[src/rtl/branch_predict_resolve_if.sv]
// ID-stage lookup and EX-stage resolution signals shared between the pipeline
// and the branch predictor/resolver.
interface branch_predict_resolve_if #(
  parameter int STAT_W = 16
) ();
  logic [31:0]       id_pc;
  logic              id_is_branch;
  logic [15:0]       id_imm;
  logic              pred_taken;
  logic [31:0]       pred_target;

  logic              ex_valid;
  logic              ex_is_branch;
  logic              ex_is_jump;
  logic [31:0]       ex_pc;
  logic              ex_pred_taken;
  logic              ex_taken;
  logic [31:0]       ex_target;
  logic [1:0]        Nexttype;
  logic [31:0]       redirect_pc;

  logic [STAT_W-1:0] branch_cnt;
  logic [STAT_W-1:0] mispredict_cnt;

  // Pipeline side: drives instruction info, consumes predictions and redirects.
  modport master (
    output id_pc, id_is_branch, id_imm,
    output ex_valid, ex_is_branch, ex_is_jump, ex_pc, ex_pred_taken, ex_taken, ex_target,
    input  pred_taken, pred_target, Nexttype, redirect_pc, branch_cnt, mispredict_cnt
  );

  // Predictor side.
  modport slave (
    input  id_pc, id_is_branch, id_imm,
    input  ex_valid, ex_is_branch, ex_is_jump, ex_pc, ex_pred_taken, ex_taken, ex_target,
    output pred_taken, pred_target, Nexttype, redirect_pc, branch_cnt, mispredict_cnt
  );
endinterface

[src/rtl/branch_predict_resolve.sv]
// Two-bit saturating-counter BHT with ID-stage prediction and EX-stage
// resolution producing the Nexttype code and corrective PC.
module branch_predict_resolve #(
  parameter int         IDX_W    = 4,
  parameter logic [1:0] CNT_INIT = 2'b01,
  parameter int         STAT_W   = 16
) (
  input  logic                    clk,
  input  logic                    rst,
  branch_predict_resolve_if.slave bus
);

  localparam int DEPTH = 1 << IDX_W;

  typedef enum logic [1:0] {
    NT_PCPLUS4      = 2'b00,
    NT_BRANCH       = 2'b01,
    NT_BRANCH_WRONG = 2'b10,
    NT_JUMP         = 2'b11
  } nexttype_e;

  logic [1:0]        bht_q [DEPTH];
  logic [1:0]        bht_entry_d;
  logic [STAT_W-1:0] branch_cnt_q, branch_cnt_d;
  logic [STAT_W-1:0] mispredict_cnt_q, mispredict_cnt_d;
  nexttype_e         nexttype;
  logic [31:0]       ex_pc_plus4;
  logic [IDX_W-1:0]  id_idx, ex_idx;
  logic              update_en;

  assign id_idx      = bus.id_pc[IDX_W+1:2];
  assign ex_idx      = bus.ex_pc[IDX_W+1:2];
  assign ex_pc_plus4 = bus.ex_pc + 32'd4;
  assign update_en   = bus.ex_valid & bus.ex_is_branch & ~bus.ex_is_jump;

  // Lookup reads the registered table, so a same-cycle update is not visible.
  assign bus.pred_taken  = bus.id_is_branch & bht_q[id_idx][1];
  assign bus.pred_target = bus.id_pc + 32'd4 + {{14{bus.id_imm[15]}}, bus.id_imm, 2'b00};

  always_comb begin
    // NOTE: every combinational output gets a default first so no path leaves it unassigned (no latch).
    nexttype        = NT_PCPLUS4;
    bus.redirect_pc = ex_pc_plus4;
    if (!bus.ex_valid) begin
      nexttype = NT_PCPLUS4;
    end else if (bus.ex_is_jump) begin
      nexttype        = NT_JUMP;
      bus.redirect_pc = bus.ex_target;
    end else if (bus.ex_is_branch) begin
      if (bus.ex_taken == bus.ex_pred_taken) begin
        nexttype = NT_BRANCH;
      end else begin
        nexttype        = NT_BRANCH_WRONG;
        bus.redirect_pc = bus.ex_taken ? bus.ex_target : ex_pc_plus4;
      end
    end
  end

  assign bus.Nexttype = nexttype;

  always_comb begin
    bht_entry_d = bht_q[ex_idx];
    if (bus.ex_taken) begin
      if (bht_q[ex_idx] != 2'b11) bht_entry_d = bht_q[ex_idx] + 2'd1;
    end else begin
      if (bht_q[ex_idx] != 2'b00) bht_entry_d = bht_q[ex_idx] - 2'd1;
    end

    branch_cnt_d = branch_cnt_q;
    if (update_en && (branch_cnt_q != {STAT_W{1'b1}}))
      branch_cnt_d = branch_cnt_q + STAT_W'(1);

    mispredict_cnt_d = mispredict_cnt_q;
    if ((nexttype == NT_BRANCH_WRONG) && (mispredict_cnt_q != {STAT_W{1'b1}}))
      mispredict_cnt_d = mispredict_cnt_q + STAT_W'(1);
  end

  // NOTE: the table is a small flop array, so it can and must be reset to the weakly-not-taken state.
  always_ff @(posedge clk or posedge rst) begin
    if (rst) begin
      for (int i = 0; i < DEPTH; i++) bht_q[i] <= CNT_INIT;
      branch_cnt_q     <= '0;
      mispredict_cnt_q <= '0;
    end else begin
      // NOTE: non-blocking assignments keep every flop sampling pre-edge values.
      if (update_en) bht_q[ex_idx] <= bht_entry_d;
      branch_cnt_q     <= branch_cnt_d;
      mispredict_cnt_q <= mispredict_cnt_d;
    end
  end

  assign bus.branch_cnt     = branch_cnt_q;
  assign bus.mispredict_cnt = mispredict_cnt_q;

endmodule

[src/flat_wrapper.sv]
// flat-port wrapper written by rule: the top's interface ports become plain ports
module branch_predict_resolve_flat 
#(
  parameter int         IDX_W    = 4,
  parameter logic [1:0] CNT_INIT = 2'b01,
  parameter int         STAT_W   = 16
)
  (clk, rst, bus_id_pc, bus_id_is_branch, bus_id_imm, bus_ex_valid, bus_ex_is_branch, bus_ex_is_jump, bus_ex_pc, bus_ex_pred_taken, bus_ex_taken, bus_ex_target, bus_pred_taken, bus_pred_target, bus_Nexttype, bus_redirect_pc, bus_branch_cnt, bus_mispredict_cnt);
  branch_predict_resolve_if #(.STAT_W(STAT_W)) bus_i ();
  input  logic clk;
  input  logic rst;
  input wire logic [$bits(bus_i.id_pc)-1:0] bus_id_pc;
  input wire logic [$bits(bus_i.id_is_branch)-1:0] bus_id_is_branch;
  input wire logic [$bits(bus_i.id_imm)-1:0] bus_id_imm;
  input wire logic [$bits(bus_i.ex_valid)-1:0] bus_ex_valid;
  input wire logic [$bits(bus_i.ex_is_branch)-1:0] bus_ex_is_branch;
  input wire logic [$bits(bus_i.ex_is_jump)-1:0] bus_ex_is_jump;
  input wire logic [$bits(bus_i.ex_pc)-1:0] bus_ex_pc;
  input wire logic [$bits(bus_i.ex_pred_taken)-1:0] bus_ex_pred_taken;
  input wire logic [$bits(bus_i.ex_taken)-1:0] bus_ex_taken;
  input wire logic [$bits(bus_i.ex_target)-1:0] bus_ex_target;
  output wire logic [$bits(bus_i.pred_taken)-1:0] bus_pred_taken;
  output wire logic [$bits(bus_i.pred_target)-1:0] bus_pred_target;
  output wire logic [$bits(bus_i.Nexttype)-1:0] bus_Nexttype;
  output wire logic [$bits(bus_i.redirect_pc)-1:0] bus_redirect_pc;
  output wire logic [$bits(bus_i.branch_cnt)-1:0] bus_branch_cnt;
  output wire logic [$bits(bus_i.mispredict_cnt)-1:0] bus_mispredict_cnt;
  assign bus_i.id_pc = bus_id_pc;
  assign bus_i.id_is_branch = bus_id_is_branch;
  assign bus_i.id_imm = bus_id_imm;
  assign bus_i.ex_valid = bus_ex_valid;
  assign bus_i.ex_is_branch = bus_ex_is_branch;
  assign bus_i.ex_is_jump = bus_ex_is_jump;
  assign bus_i.ex_pc = bus_ex_pc;
  assign bus_i.ex_pred_taken = bus_ex_pred_taken;
  assign bus_i.ex_taken = bus_ex_taken;
  assign bus_i.ex_target = bus_ex_target;
  assign bus_pred_taken = bus_i.pred_taken;
  assign bus_pred_target = bus_i.pred_target;
  assign bus_Nexttype = bus_i.Nexttype;
  assign bus_redirect_pc = bus_i.redirect_pc;
  assign bus_branch_cnt = bus_i.branch_cnt;
  assign bus_mispredict_cnt = bus_i.mispredict_cnt;
  branch_predict_resolve #(.IDX_W(IDX_W), .CNT_INIT(CNT_INIT), .STAT_W(STAT_W)) u_core (.clk(clk), .rst(rst), .bus(bus_i));
endmodule
[config.mk]
export PLATFORM = sky130hd
export DESIGN_NAME = branch_predict_resolve_flat
export DESIGN_NICKNAME = d
export VERILOG_FILES = /design/src/rtl/branch_predict_resolve_if.sv /design/src/rtl/branch_predict_resolve.sv /design/src/flat_wrapper.sv
export SDC_FILE = /design/constraint.sdc
export NUM_CORES = 1
export LEC_CHECK = 0
export ABC_AREA = 1
export CAP_MARGIN = 20
export CORE_AREA = 4 4 160 162
export CTS_BUF_LIST = sky130_fd_sc_hd__clkbuf_4 sky130_fd_sc_hd__clkbuf_8 sky130_fd_sc_hd__clkbuf_16
export DETAILED_ROUTE_END_ITERATION = 7
export DIE_AREA = 0 0 164 166
export SETUP_SLACK_MARGIN = 0.5
export SLEW_MARGIN = 0
export SYNTH_ARGS = -nofsm -noshare
export SYNTH_HDL_FRONTEND = slang
export SYNTH_SLANG_ARGS = --single-unit
[constraint.sdc]
create_clock -name clk -period 2.8 [get_ports clk]
set_clock_uncertainty 0.2 [all_clocks]
set_input_delay 0.56 -clock clk [delete_from_list [all_inputs] [get_ports clk]]
set_output_delay 0.56 -clock clk [all_outputs]
set_load 0.02 [all_outputs]
==> results_dict.tcl <==
set metrics [dict create \
    outcome "finished with violations" \
    violations "negative setup slack" \
    cts_tree "yes" \
    cts_max_level 3 \
    synthArstFlopShare_pct 100.0 \
    drtIter0Drc 442 \
    worst_pin_slew_ns 0.3484 \
    final_max_slew_viol_count 0 \
    slowest_stage "or2_4" \
    hold_viol 0 \
    synth_fa_ha_area_share_pct 11.27 \
    start_kind "input port" \
    port_buffers 214 \
    syn_to_final_growth_pct 110.7 \
    syn-cell-area_mm2 0.007169 \
    clk_pin_slew_ns 0.05 \
    synth_top_area_share_pct 20.26 \
    muxShareOfSynthArea_pct 0.2792 \
    powerDensity_mw_per_mm2 385.7 \
    core_mm2 0.02411 \
    die-area_mm2 0.02722 \
    dp.final_hpwl_mm 21.76 \
    cp-end-kind "output pin" \
    vias 9360 \
    grt_max_degree 65 \
    synth_xor_area_share_pct 7.574 \
    overflow 0 \
    fp.dieH_um 166 \
    grt_use_met3_pct 2.730 \
    netlist_instances 1148 \
    cap_violations 0 \
    finalInstanceArea_mm2 0.01510 \
    synth_nets 1332 \
    reg2reg_depth 9 \
    cpPeakStageDelay_ns 0.27 \
    syn-mean-instance-area_um2 6.245 \
    synthSimpleGateAreaFrac_pct 39.74 \
    reg2reg_to "u_core.bus.branch_cnt[4]$_DFFE_PP0P_" \
    drcViolationCount 0 \
    ant_nets 0 \
    reg2reg_from "u_core.bus.branch_cnt[0]$_DFFE_PP0P_" \
    cts_sinks 64 \
    r2r_setup_slack_ns 0.84 \
    grt_pass1_wl_mm 47.11 \
    grt_util_met1_pct 27.98 \
    critical_path_class "input port to output pin" \
    top_usage_layer "met2" \
    grtUsageTotal_pct 20.89 \
    antenna_found_initial 0 \
    root_buffer "clkbuf_16" \
    irDropWorstVdd_v 0.0004356 \
    vias_per_cell 4.822 \
    min_path_cells 2 \
    synth_top_family_by_area "simple AND/OR/NAND/NOR gates" \
    path_cells "buf_12 -> buf_12 -> buf_6 -> ha_4 -> ha_4 -> inv_1 -> o21bai_1 -> or2_4 -> a21oi_2 -> nand3_2 -> nand2_2 -> nand2_2 -> buf_6" \
    synth_compound_area_share_pct 8.691 \
    clk_path_buf_depth 2 \
    antennaDiodeCount 0 \
    setup_viol 25 \
    routedWlPerCell_um 15.84 \
    fmax_ghz 0.3155 \
    cpLargestDelayFamily "buffers and inverters" \
    final.period_utilization_pct 113.2 \
    dpl-instance-area_mm2 0.01216 \
    drive_above_1_share_pct 51.95 \
    slew_headroom_pct 76.59 \
    synth_warnings 0 \
    fin_ws_ns -0.3692 \
    fin_crit_ns 3.169 \
    synth-main-ff-cell "dfrtp_1" \
    std_cell_rows 57 \
    first_pass_iters 5 \
    clock_latency_ns 0.33 \
    synth_edf_count 0 \
    crit_required_ns 2.04 \
    rsz0062_at_grt "yes" \
    use_met2_pct 35.81 \
    wl_mm 30.75 \
    power_mw 5.825 \
    hp-start "u_core.bht_q[26]$_DFFE_PP1P_" \
    ys_seq_elements 64 \
    place.gp.congestion 0.8672 \
    whs_ns 0.2620 \
    min_to "u_core.bht_q[26]$_DFFE_PP1P_" \
    nets 1796 \
    initial_core_util_pct 29.74 \
    power.leakage_nw 6.995 \
    critPathMaxFanout 5 \
    ys_types 41 \
    hold_path_class "flip-flop to flip-flop" \
    synth_top_area_cell "nand2_1" \
    cts_buffers 9 \
    ys_top_cells_by_area "nand2_1 20%, dfrtp_1 17%, ha_1 11%" \
    hold_buffers 0 \
    seq_area_frac_synth_pct 22.62 \
    die_w_um 164 \
    ioPinCount 219 \
    cp.arrival_ns 2.41 \
    path_buf_inv 5 \
    grt_pass1_vias 9446 \
]
[synthesized netlist by cell type (4+ instances only)]
library cell  count
nand2_1         387
inv_1           143
nor2_1          128
nand3_1          76
ha_1             63
dfrtp_1          48
o21ai_0          48
a21oi_1          47
xor2_1           41
nand4_1          26
nor3_1           22
xnor2_1          21
dfstp_2          16
nand2_2          10
o21ai_1          10
buf_6             8
nand3b_1          7
buf_2             6
a21o_1            5
nor2_4            4
[through the flow]
step / worst slack (ns) / utilization [%] / instances / setup TNS (ns)
3_3_place_gp: -1.415 / 50.44 / 1841 / -65.66
3_5_place_dp: -1.361 / 50.44 / 1841 / -66.48
2_1_floorplan: -0.1282 / - / 1148 / -0.5314
4_1_cts: -0.3407 / 59.37 / 1913 / -5.600
5_1_grt: -0.4513 / 62.66 / 1941 / -8.006
6_report: -0.3692 / 62.66 / 1941 / -6.327
[cell type report]
type                       count  area, µm²
timing repair buffer         472       4649
clock inverter                 6      60.06
inverter                     147      603.1
tap                          324      405.4
sequential                    64       1622
multi-input combinational    918       7532
fill                        1954       9001
clock buffer                  10      232.7
[sequential cells by signal (all words and copies together) (netlist names)]
name and count:
u_core.bht_q 32, u_core.bus.branch_cnt 16, u_core.bus.mispredict_cnt 16
[worst reg2reg max path, cell delays in order (launching register included)]
cell     delay, ns
dfrtp_1       0.40
ha_1          0.20
nand3_1       0.14
nor3_2        0.18
nand3_1       0.10
nand2_1       0.16
inv_1         0.14
nand2_1       0.12
nor2_1        0.06
xor2_1        0.13
[cells by family after synthesis]
logic type / after synthesis
AND/OR/NAND/NOR: 673
adder cells (fa/ha/maj): 64
multiplexers: 2
XOR/XNOR: 62
flip-flops: 64
AO/OA/AOI/OAI: 117
buffers and inverters: 166
[layer usage]
layer	up-vias	share of wire, %	wire length [µm]
li1	4587	-	-
met1	4418	43	13240
met2	306	49	15110
met3	49	5.6	1722
met4	0	2.2	676
met5	-	0	0
[how the worst max path moves through the flow]
| stage | from | endpoint | slack [ns] | cells past startpoint |
|---|---|---|---|---|
| final | bus_id_imm[15] | bus_pred_target[29] | -0.37 | 13 |
| after global routing | bus_id_pc[3] | bus_pred_target[27] | -0.45 | 16 |
| after CTS | bus_id_pc[3] | bus_pred_target[29] | -0.34 | 16 |
| after detailed placement | bus_id_imm[15] | bus_pred_target[25] | -1.36 | 13 |
| after global placement | bus_id_imm[15] | bus_pred_target[28] | -1.41 | 12 |
| after floorplan | bus_id_pc[3] | bus_pred_target[17] | -0.13 | 13 |
[timing repair]
item | CTS | global route
gates cloned | 5 | 1
setup endpoints to repair | 112 | 95
gates resized for setup | 984 | 155
buffers inserted | 51 | 27
pin swaps | 204 | 152
[cells in the final DEF, fill, tap and decap left out, types with 18 or more instances in the layout]
master | synthesis | routed
nand2_1 | 387 | 254
buf_4 | 3 | 178
buf_6 | 8 | 134
inv_1 | 143 | 102
nor2_1 | 128 | 77
nand2_2 | 10 | 75
clkdlybuf4s50_1 | 0 | 70
nand2_4 | 2 | 64
nand3_1 | 76 | 59
ha_4 | 0 | 58
dfrtp_1 | 48 | 48
nor2_4 | 4 | 35
inv_2 | 3 | 33
o21ai_1 | 10 | 26
nand4_1 | 26 | 26
buf_2 | 6 | 25
nor2_2 | 3 | 23
a21oi_4 | 0 | 22
xor2_1 | 41 | 22
a21oi_2 | 0 | 18
buf_12 | 0 | 18
[report_power, final]
part	switching [mW]	leakage, nW	internal [mW]
Combinational	1.79	6.05	1.72
Sequential	0.132	0.807	1.08
Clock	0.408	0.142	0.693
Power figures use the tool's default switching activity.
